[src/rtl/rf_wport_arbiter_pkg.sv]
// Shared widths, bus field offsets and the write-entry layout for the
// register-file write-port arbiter.
package rf_wport_arbiter_pkg;

  localparam int WB_RF_BUS_W = 38;
  localparam int DIV_BUS_W   = 69;
  localparam int TO_ID_BUS_W = 6;

  localparam int WB_GR_WE_BIT = 37;
  localparam int WB_DEST_LSB  = 32;
  localparam int WB_WDATA_LSB = 0;

  localparam int DIV_DEST_LSB  = 64;
  localparam int DIV_WDATA_LSB = 32;
  localparam int DIV_PC_LSB    = 0;

  // The field order matches div_bus, so the bus casts straight into an entry.
  typedef struct packed {
    logic [4:0]  dest;
    logic [31:0] wdata;
    logic [31:0] pc;
  } rf_wentry_t;

endpackage

[src/rtl/rf_wbuf.sv]
// One-entry valid/ready holding buffer for divider results waiting on the
// register-file write port.
module rf_wbuf
  import rf_wport_arbiter_pkg::*;
(
  input  logic       clk,
  input  logic       rst,
  input  logic       in_valid,
  output logic       in_ready,
  input  rf_wentry_t in_entry,
  input  logic       clear,
  output logic       buf_valid,
  output rf_wentry_t buf_entry
);

  // Ready only when empty, so an entry can be taken at the earliest in the
  // cycle after a drain.
  assign in_ready = ~buf_valid;

  always_ff @(posedge clk) begin
    if (rst) begin
      buf_valid <= 1'b0;
      buf_entry <= '0;
    end else if (in_valid && in_ready) begin
      buf_valid <= 1'b1;
      buf_entry <= in_entry;
    end else if (clear) begin
      buf_valid <= 1'b0;
    end
  end

endmodule

[src/rtl/rf_wport_arbiter.sv]
// Arbitrates the single regfile write port between WB retirement and buffered
// divider results; WB wins unless the buffer has been starved too long.
module rf_wport_arbiter
  import rf_wport_arbiter_pkg::*;
#(
  parameter int STARVE_LIMIT = 4,
  parameter int CNT_W        = 3
) (
  input  logic                   clk,
  input  logic                   rst,
  input  logic                   wb_validout,
  input  logic [WB_RF_BUS_W-1:0] wb_regfile_bus,
  input  logic [31:0]            wb_pc,
  output logic                   wb_other_allowin,
  input  logic                   div_valid,
  output logic                   div_ready,
  input  logic [DIV_BUS_W-1:0]   div_bus,
  output logic                   rf_we,
  output logic [4:0]             rf_waddr,
  output logic [31:0]            rf_wdata,
  output logic [TO_ID_BUS_W-1:0] pend_to_id_bus,
  output logic [31:0]            debug_wb_pc,
  output logic [3:0]             debug_wb_rf_we,
  output logic [4:0]             debug_wb_rf_wnum,
  output logic [31:0]            debug_wb_rf_wdata
);

  localparam logic [CNT_W-1:0] LIMIT = CNT_W'(STARVE_LIMIT);

  logic        wb_gr_we;
  logic [4:0]  wb_dest;
  logic [31:0] wb_wdata;
  logic        buf_valid;
  rf_wentry_t  buf_entry;
  logic [CNT_W-1:0] starve_cnt;
  logic        force_buf;
  logic        wb_wr;
  logic        grant_buf;

  assign wb_gr_we = wb_regfile_bus[WB_GR_WE_BIT];
  assign wb_dest  = wb_regfile_bus[WB_DEST_LSB +: 5];
  assign wb_wdata = wb_regfile_bus[WB_WDATA_LSB +: 32];

  rf_wbuf u_wbuf (
    .clk       (clk),
    .rst       (rst),
    .in_valid  (div_valid),
    .in_ready  (div_ready),
    .in_entry  (rf_wentry_t'(div_bus)),
    .clear     (grant_buf),
    .buf_valid (buf_valid),
    .buf_entry (buf_entry)
  );

  // Decoded purely from registers so WB's allowin has no path from WB inputs.
  assign force_buf = buf_valid && (starve_cnt >= LIMIT);
  assign wb_wr     = wb_validout & wb_gr_we & ~force_buf;
  assign grant_buf = buf_valid & (force_buf | ~(wb_validout & wb_gr_we));
  assign wb_other_allowin = ~force_buf;

  always_ff @(posedge clk) begin
    if (rst || grant_buf || !buf_valid) begin
      starve_cnt <= '0;
    end else if (starve_cnt < LIMIT) begin
      starve_cnt <= starve_cnt + 1'b1;
    end
  end

  always_comb begin
    rf_we       = 1'b0;
    rf_waddr    = wb_dest;
    rf_wdata    = wb_wdata;
    debug_wb_pc = wb_pc;
    if (wb_wr) begin
      rf_we = ~rst;
    end else if (grant_buf) begin
      rf_we       = ~rst;
      rf_waddr    = buf_entry.dest;
      rf_wdata    = buf_entry.wdata;
      debug_wb_pc = buf_entry.pc;
    end
  end

  assign pend_to_id_bus    = {buf_valid, buf_entry.dest & {5{buf_valid}}};
  assign debug_wb_rf_we    = {4{rf_we}};
  assign debug_wb_rf_wnum  = rf_waddr;
  assign debug_wb_rf_wdata = rf_wdata;

endmodule

[config.mk]
export PLATFORM = sky130hd
export DESIGN_NAME = rf_wport_arbiter
export DESIGN_NICKNAME = d
export VERILOG_FILES = /design/src/rtl/rf_wport_arbiter_pkg.sv /design/src/rtl/rf_wbuf.sv /design/src/rtl/rf_wport_arbiter.sv
export SDC_FILE = /design/constraint.sdc
export NUM_CORES = 1
export LEC_CHECK = 0
export ABC_AREA = 1
export CAP_MARGIN = 5
export CELL_PAD_IN_SITES_DETAIL_PLACEMENT = 0
export CELL_PAD_IN_SITES_GLOBAL_PLACEMENT = 1
export CORE_MARGIN = 2
export CORE_UTILIZATION = 21
export DETAILED_ROUTE_END_ITERATION = 8
export PLACE_DENSITY = 0.76
export RECOVER_POWER = 50
export SLEW_MARGIN = 40
export SYNTH_ARGS = -nofsm -noshare
export SYNTH_HDL_FRONTEND = slang
export SYNTH_SLANG_ARGS = --single-unit
export TNS_END_PERCENT = 5
[constraint.sdc]
create_clock -name clk -period 1.6 [get_ports clk]
set_clock_uncertainty 0.15 [all_clocks]
set_input_delay 0.32 -clock clk [delete_from_list [all_inputs] [get_ports clk]]
set_output_delay 0.32 -clock clk [all_outputs]
set_load 0.01 [all_outputs]
* Word-level counts from Yosys, hierarchy flattened
Cells that the tools add are included.
** Word-level totals
- Flip-flop bits (word level) :: 73
** Cells by class
- Order comparisons :: 2
- Bitwise logic cells :: 9
- Add/subtract/negate cells :: 1
- Reductions and logical operators :: 6
- Mux-type cells :: 10
** Operators by type and width (count)
- $mux W32 :: 4
- $mux W5 :: 2
- $and A5 B5 Y5 :: 1
- $mux W1 :: 4
- $not A1 Y1 :: 4
- $add A3 B1 Y3 const B :: 1
- $and A1 B1 Y1 :: 3
- $ge A3 B3 Y1 const B :: 1
- $lt A3 B3 Y1 const B :: 1
- $logic_and A1 B1 Y1 :: 2
- $logic_or A1 B1 Y1 :: 2
- $reduce_bool A2 Y1 :: 1
- $logic_not A1 Y1 :: 1
- $or A1 B1 Y1 :: 1

* Depth between registers and ports, before layout
Gate-level depths: netlist (run 1).
- Word-level depth :: 6
- Gate-level depth with buffers :: 8
- Depth with buffers taken out :: 5

* Hierarchy
A second synthesis (run 1) with hierarchy kept.
** Second synthesis, totals
- Cell total of the unflattened synthesis :: 756
- Area total of the unflattened synthesis :: 4464.3 um2
** By module, submodules not included
- rf_wbuf :: area an instance 2971.6 um2, times used 1, sequential area each 1401.3 um2, cells each 452
- rf_wport_arbiter :: area an instance 1492.7 um2, times used 1, sequential area each 60.1 um2, cells each 304

* Worst setup path before layout (run 1)
OpenSTA, ideal clock, no wires.
- Kind :: reg-to-output
- From :: reg u_wbuf.buf_valid
- To :: out rf_waddr[0]
- Path buffers :: 3
- Path slack :: -0.161 ns
- Arrival :: 1.291 ns
- Data required time :: 1.130 ns
- Stages on the path, launching flop included :: 8
- Path through :: dfxtp_1 > buf_6 > inv_4 > o21bai_2 > buf_2 > nand2_1 > o21ai_0 > buf_4
** Between the ends
- Cells in the longest elaborated chain, start to end :: 5
- Elaborated cells between the ends (all ways) :: 7
- Classes of those cells :: mux: 2; bitwise: 4; reduce/logical: 1
** Ends and longest elaborated chain
- from (decl) :: line rf_wbuf.sv:12 : output logic buf_valid,
- from (signal assigned) :: line rf_wbuf.sv:22 : buf_valid <= 1'b0;
- from (signal assigned) :: line rf_wbuf.sv:25 : buf_valid <= 1'b1;
- from (signal assigned) :: line rf_wbuf.sv:28 : buf_valid <= 1'b0;
- $logic_and A1 B1 Y1 :: line rf_wport_arbiter.sv:56 : assign force_buf = buf_valid && (starve_cnt >= LIMIT);
- $or A1 B1 Y1 :: line rf_wport_arbiter.sv:58 : assign grant_buf = buf_valid & (force_buf | ~(wb_validout & wb_gr_we));
- $and A1 B1 Y1 :: line rf_wport_arbiter.sv:58
- $mux W5 :: line rf_wport_arbiter.sv:76 : end else if (grant_buf) begin
- $mux W5 (*) :: line rf_wport_arbiter.sv:74 : if (wb_wr) begin
- to (decl) :: line rf_wport_arbiter.sv:19 : output logic [4:0] rf_waddr,
Mark *: on every way between the ends. The rest lies on a longest branch, timed or not.

* Final worst setup path (run 1)
- From :: reg u_wbuf.buf_valid
- To :: out debug_wb_rf_wdata[14]
** Between the ends
- Cells in the longest elaborated chain, start to end :: 5
- Elaborated cells between the ends (all ways) :: 7
- Classes of those cells :: mux: 2; bitwise: 4; reduce/logical: 1
** Ends and longest elaborated chain
- $logic_and A1 B1 Y1 :: line rf_wport_arbiter.sv:56
- $or A1 B1 Y1 :: line rf_wport_arbiter.sv:58
- $and A1 B1 Y1 :: line rf_wport_arbiter.sv:58
- $mux W32 :: line rf_wport_arbiter.sv:76
- $mux W32 (*) :: line rf_wport_arbiter.sv:74
- to (decl) :: line rf_wport_arbiter.sv:25 : output logic [31:0] debug_wb_rf_wdata
Marks and branches as above.

==> summary.md, run 1 <==
| Metric | Value |
|---|---|
| Yosys Warn Count | 0 |
| Max Cap Viol | 0 |
| Vias | 4534 |
| Crit path cell chain | inv_6, o21bai_4, buf_12, buf_12, buf_16, nand2_1, nand2_2, buf_2 |
| Synthesized area per cell | 6.46 µm² |
| Peak Freq | 0.477 GHz |
| Slowest cell on crit path | dfxtp_4 |
| Area share of the largest cell type after synthesis | 37.7% |
| Post-DR vias/cell | 4.27 |
| Synth top area cells | dfxtp_1 38%, nor2_1 14%, nand2_1 14% |
| # setup viols final | 117 |
| Crit path buf inv count | 5 |
| First-pass GRT wire length | 23700 µm |
| Syn Nets | 743 |
| CP startpoint kind | flop |
| Clk buf depth | 2 |
| Die Footprint | 19500 µm² |
| Worst-margin pin slew | 385 ps |
| Cell Area, Synth | 3870 µm² |
| Post-DRT Antenna Nets | 0 |
| # H-tree levels | 3 |
| Worst Path Required | 1130 ps |
| Failing checks | negative setup slack |
| Antenna violations before repair | 0 |
| Largest net degree at the start of global routing | 56 |
| Die X-Extent | 140 µm |
| Seq cells post-synth | 73 |
| Synthesized instance count | 599 |
| CTS tree | built |
| Share of cells above drive strength 1 | 32.3% |
| # DRC | 0 |
| P per Cell Area | 829 nW/µm² |
| Crit share post-route | 131% |
| Die Ht | 140 µm |
| Layout Area Growth over Synthesis | 82.5% |
| Initial DRC count | 135 |
| RSZ-0062 raised after global routing | yes |
| Dpl ws | -1040 ps |
| CP peak stage delay | 410 ps |
| Outcome | finished with violations |
| Diodes inserted | 0 |
| Pins Over Slew Limit | 0 |
| Sequential share of the synthesized area | 37.7% |
| Static leakage power | 3.31 nW |
| GP Congestion | 0.789 |
| Nets | 974 |
| Routed length per instance | 14.7 µm |
| Largest area contributor in the netlist | dfxtp_1 |
| Drt total wl | 15600 µm |
| Maximum VDD drop | 0.000507 V |
| Placed instance area | 6720 µm² |
| Worst-Skew Late Latency | 330 ps |
| Period minus WS final | 2100 ps |
| HP Class | flop to flop |
| First-pass DRT Iterations | 5 |
| Gr ovfl total | 0 |
| Slew HR | 74.3% |
| Clk slew on worst S/H paths | 50 ps |
| Top delay family on crit path | buffers and inverters |
| Clk sinks | 73 |
| Critical path type | flop to output port |
| FP Rows | 49 |
| Core area | 18000 µm² |
| Post-route cell area | 7070 µm² |
| Vias in the first global route | 4377 |
| Clk root buf | clkbuf_16 |
| TritonCTS buffer count | 9 |
| # hold bufs at CTS | 0 |
| GRT Total Usage | 15.3% |
| Crit path max fanout | 13 |
| I/O pin count | 262 |
| Final hold violation count | 0 |
| HPWL reported at the end of detailed placement | 10600 µm |
| Effective utilization at floorplan | 21.5% |
| Worst path most repeated cell | buf_12 |
| Worst setup margin | -498 ps |
| Number of port buffers | 261 |
| Worst EP arrival | 1630 ps |
| Netlist cell types | 20 |
| Crit end category | output port |
flip-flops by register name (all words and copies together) (netlist names):
name	flops
u_wbuf.buf_entry	69
u_wbuf.buf_valid	1
starve_cnt	3
worst register-to-register path, delay by kind of cell, from the launching register on:
kind | cells | cell delay, ps
buffers and inverters | 5 | 590
flip-flops | 1 | 410
AO/OA/AOI/OAI | 1 | 170
AND/OR/NAND/NOR | 2 | 100
synth_stat cells, drive strengths merged:
master and n:
nand2 142, o21bai 1, buf 73, nand3 67
o21ai 74, a21oi 3, xor2 1, nor2 143
ha 1, dfxtp 73, clkbuf 12, inv 9
final timing paths:
path | start | endpoint | slack [ps] | depth (start not counted)
worst max-delay path | u_wbuf.buf_valid | debug_wb_rf_wdata[14] | -500 | 8
worst min-delay path | u_wbuf.buf_entry[3] | u_wbuf.buf_entry[3] | 330 | 2
worst max register to register | u_wbuf.buf_valid | u_wbuf.buf_valid | 70 | 8
worst min register to register | u_wbuf.buf_entry[3] | u_wbuf.buf_entry[3] | 330 | 2
cell type report:
class / instances / area [µm²]
Clock buffer: 13 / 280
Clock inverter: 2 / 35.0
Fill cell: 1972 / 11000
Inverter: 9 / 38.8
Multi-Input combinational cell: 432 / 2110
Sequential cell: 73 / 1470
Tap cell: 229 / 287
Timing Repair Buffer: 305 / 2850
report_power, final:
group / internal [mW] / switching (mW) / leakage, nW / total, mW
logic: 0.899 / 0.799 / 2.55 / 1.70
registers: 1.97 / 0.0807 / 0.606 / 2.05
clock network: 1.37 / 0.750 / 0.158 / 2.12
total: 4.23 / 1.63 / 3.31 / 5.86
cells in the final DEF, fill, tap and decap left out, types with 8 or more instances in the layout:
cell type	synthesis	layout
buf_12	0	18
nand2_1	141	76
buf_4	43	15
clkbuf_2	0	19
nand3_2	1	8
buf_2	20	78
clkdlybuf4s50_1	0	140
clkbuf_16	0	11
buf_6	4	25
nand2_2	0	58
nand3_1	66	58
nor2_1	143	143
nand2_4	1	8
o21ai_0	74	69
dfxtp_1	73	71
through the flow:
step	std cells	utilization, %	total power, mW	TNS [ps]	hold WS (ps)
global placement	1032	37.3	3.81	-113330	312
floorplan	599	-	2.90	-72.5	304
detailed placement	1032	37.3	3.82	-115440	321
finish	1063	39.2	5.86	-46180	328
global route	1063	39.2	6.21	-55160	350
CTS	1057	38.7	5.91	-55090	334
per-layer routing:
layer  track usage (%)  share of wire [%]  vias up
met3              5.64                8.2        5
li1                  -                  -     2329
met1              18.8                 43     2035
met5                 0                  0        -
met2              26.1                 48      165
met4              2.53               0.33        0
what timing repair did:
action | 4_1_cts | 5_1_grt
buffers inserted | 6 | 5
gates cloned | 4 | 2
hold endpoints to repair | 0 | 0
resized for setup | 422 | 124
pin swaps | 2 | 4
endpoints found under the setup margin | 119 | 119
logic make-up after synthesis:
kind of cell / after synthesis / share of synthesized area, %
xor gates and xnor gates: 1 / 0.226
buffers and inverters: 94 / 14.8
AOI/OAI and AO/OA: 78 / 10.3
DFF: 73 / 37.7
adders and majority gates: 1 / 0.323
and+or+nand+nor: 352 / 36.6
No activity file was read; power rests on OpenSTA's default activity.
==> run 2: changes to the inputs <==
- SKIP_CTS_REPAIR_TIMING: not set -> 1
==> run 2 against run 1 <==
- the flow still finishes with violations (negative setup slack)
- maximum frequency fell by 0.98%
- clock-buffer cell count did not move
- cell area fell by 1.9%
- first-iteration DRC count rose by 5.9%
- clock power barely moved
- cell count fell by 0.47%
- non-clock buffer count fell by 5
- sequential share of layout area rose by 0.38 points
- largest power group unchanged
- register-to-register slack barely moved
- wire length fell by 1.4%
- core utilization fell by 0.74 points
==> summary.md, run 2 (same netlist as run 1, synthesis figures left out) <==
| Metric | Value |
|---|---|
| Maximum VDD drop | 0.000509 V |
| Layout Area Growth over Synthesis | 79.0% |
| First-pass GRT wire length | 22600 µm |
| Worst-Skew Late Latency | 330 ps |
| Core area | 18000 µm² |
| Worst setup margin | -519 ps |
| Commonest non-fill, non-tap cell in the layout | nor2_1 |
| Crit share post-route | 132% |
| Critical Path Start | u_wbuf.buf_valid |
| Failing checks | negative setup slack |
| Max Cap Viol | 0 |
| Initial DRC count | 143 |
| Antenna violations before repair | 0 |
| Static leakage power | 3.29 nW |
| R2r setup slk | 80 ps |
| Slowest cell on crit path | dfxtp_4 |
| Vias in the first global route | 4302 |
| First-pass DRT Iterations | 4 |
| P per Cell Area | 839 nW/µm² |
| Worst EP arrival | 1650 ps |
| I/O pin count | 262 |
| Highest-count cells in the layout ignoring fill and taps | 143 x nor2_1, 140 x clkdlybuf4s50_1, 94 x clkbuf_2 |
| Share of cells above drive strength 1 | 29.2% |
| Reg2reg start | u_wbuf.buf_valid |
| Crit path max fanout | 6 |
| Worst-margin pin slew | 308 ps |
| GP Congestion | 0.789 |
| Peak Freq | 0.472 GHz |
| Slew HR | 79.5% |
| GRT Total Usage | 14.5% |
| Worst-case reg-to-reg path depth | 7 |
| Nets | 969 |
| Period minus WS final | 2120 ps |
| CP peak stage delay | 400 ps |
| Diodes inserted | 0 |
| Post-DRT Antenna Nets | 0 |
| Max reg flops | 69 |
| Effective utilization at floorplan | 21.5% |
| HP Class | flop to flop |
| CTS tree | built |
| Final hold violation count | 0 |
| Pins Over Slew Limit | 0 |
| Post-Route Utilization | 38.5% |
| HPWL reported at the end of detailed placement | 10600 µm |
| Gr ovfl total | 0 |
| # DRC | 0 |
| # setup viols final | 116 |
| Reg2reg end | u_wbuf.buf_entry[53] |
| Routed length per instance | 14.6 µm |
| Post-route cell area | 6930 µm² |
| Number of port buffers | 261 |
| Die Footprint | 19500 µm² |
| FP Rows | 49 |
| Clk sinks | 73 |
| Crit end category | output port |
| RSZ-0062 raised after global routing | yes |
| Die X-Extent | 140 µm |
| Vias | 4470 |
| Register area | 1470 µm² |
| Clk root buf | clkbuf_16 |
| Worst Path Required | 1130 ps |
| Largest net degree at the start of global routing | 56 |
| CP Capture Point | debug_wb_rf_wdata[18] |
| # H-tree levels | 3 |
| Clk buf depth | 2 |
| Hold Path Depth | 2 |
| Critical path type | flop to output port |
| Die Ht | 140 µm |
| Largest register by flop count | u_wbuf.buf_entry |
| Crit path cell chain | buf_6, inv_6, o21bai_4, clkbuf_16, clkbuf_16, nand2_4, nand2_4, buf_6 |
| Clk slew on worst S/H paths | 50 ps |
| Placed instance area | 6720 µm² |
| Outcome | finished with violations |
| CP startpoint kind | flop |
| Largest regs | u_wbuf.buf_entry (69), starve_cnt (3), u_wbuf.buf_valid (1) |
| Drt total wl | 15400 µm |
| Hold slack | 328 ps |
| Post-DR vias/cell | 4.22 |
| TritonCTS buffer count | 9 |
| Dpl ws | -1040 ps |
| Multi-input logic area | 2080 µm² |
| Fillers | 1979 |
[run 2: cell count changes in the layout (fill, tap and decap cells not counted), sizes merged]
cell	change
bufbuf	-1
buf	-82
clkdlybuf4s15	-2
dlygate4sd2	-2
dlymetal6s2s	+3
clkbuf	+79
[run 2: area by class of cell]
cell class,count,area share (%)
clock buffer,13,4.04
clock inverter,2,0.505
inverter,9,0.559
multi-input combinational,432,30.0
sequential,73,21.1
tap,229,4.13
timing repair buffer,300,39.7
[run 2: power breakdown]
part           switching, mW  internal [mW]  leakage [nW]
Clock                  0.749           1.37         0.158
Combinational          0.795          0.863          2.52
Sequential            0.0772           1.96         0.606
Total                   1.62           4.19          3.29
[run 2: stage by stage]
| stage | setup TNS, ps | std cells | total power, mW |
|---|---|---|---|
| 2_1_floorplan | -72.5 | 599 | 2.90 |
| 3_3_place_gp | -113330 | 1032 | 3.81 |
| 3_5_place_dp | -115440 | 1032 | 3.82 |
| 4_1_cts | -112700 | 1047 | 5.99 |
| 5_1_grt | -63010 | 1058 | 6.16 |
| 6_report | -53750 | 1058 | 5.81 |
[run 2: worst max-delay path: cells and delay by family, from the launching register on]
family,cells,cell delay [ps]
buffers and inverters,5,620
DFF,1,400
AOI/OAI and AO/OA,1,180
and+or+nand+nor,2,120
[run 2: layer usage]
layer	global-route usage (%)	vias up	routed length [µm]
met5	0	-	0
met4	2.53	0	82
met3	5.57	6	1240
met2	24.9	165	7270
met1	17.4	1980	6800
li1	-	2319	-
[run 2: how the worst min path moves through the flow]
stage | start | endpoint | slack [ps]
final | u_wbuf.buf_entry[3] | u_wbuf.buf_entry[3] | 330
after global routing | u_wbuf.buf_entry[45] | u_wbuf.buf_entry[45] | 350
after CTS | u_wbuf.buf_entry[41] | u_wbuf.buf_entry[41] | 330
after detailed placement | u_wbuf.buf_entry[41] | u_wbuf.buf_entry[41] | 320
after global placement | u_wbuf.buf_entry[40] | u_wbuf.buf_entry[40] | 310
after floorplan | div_valid | u_wbuf.buf_valid | 300
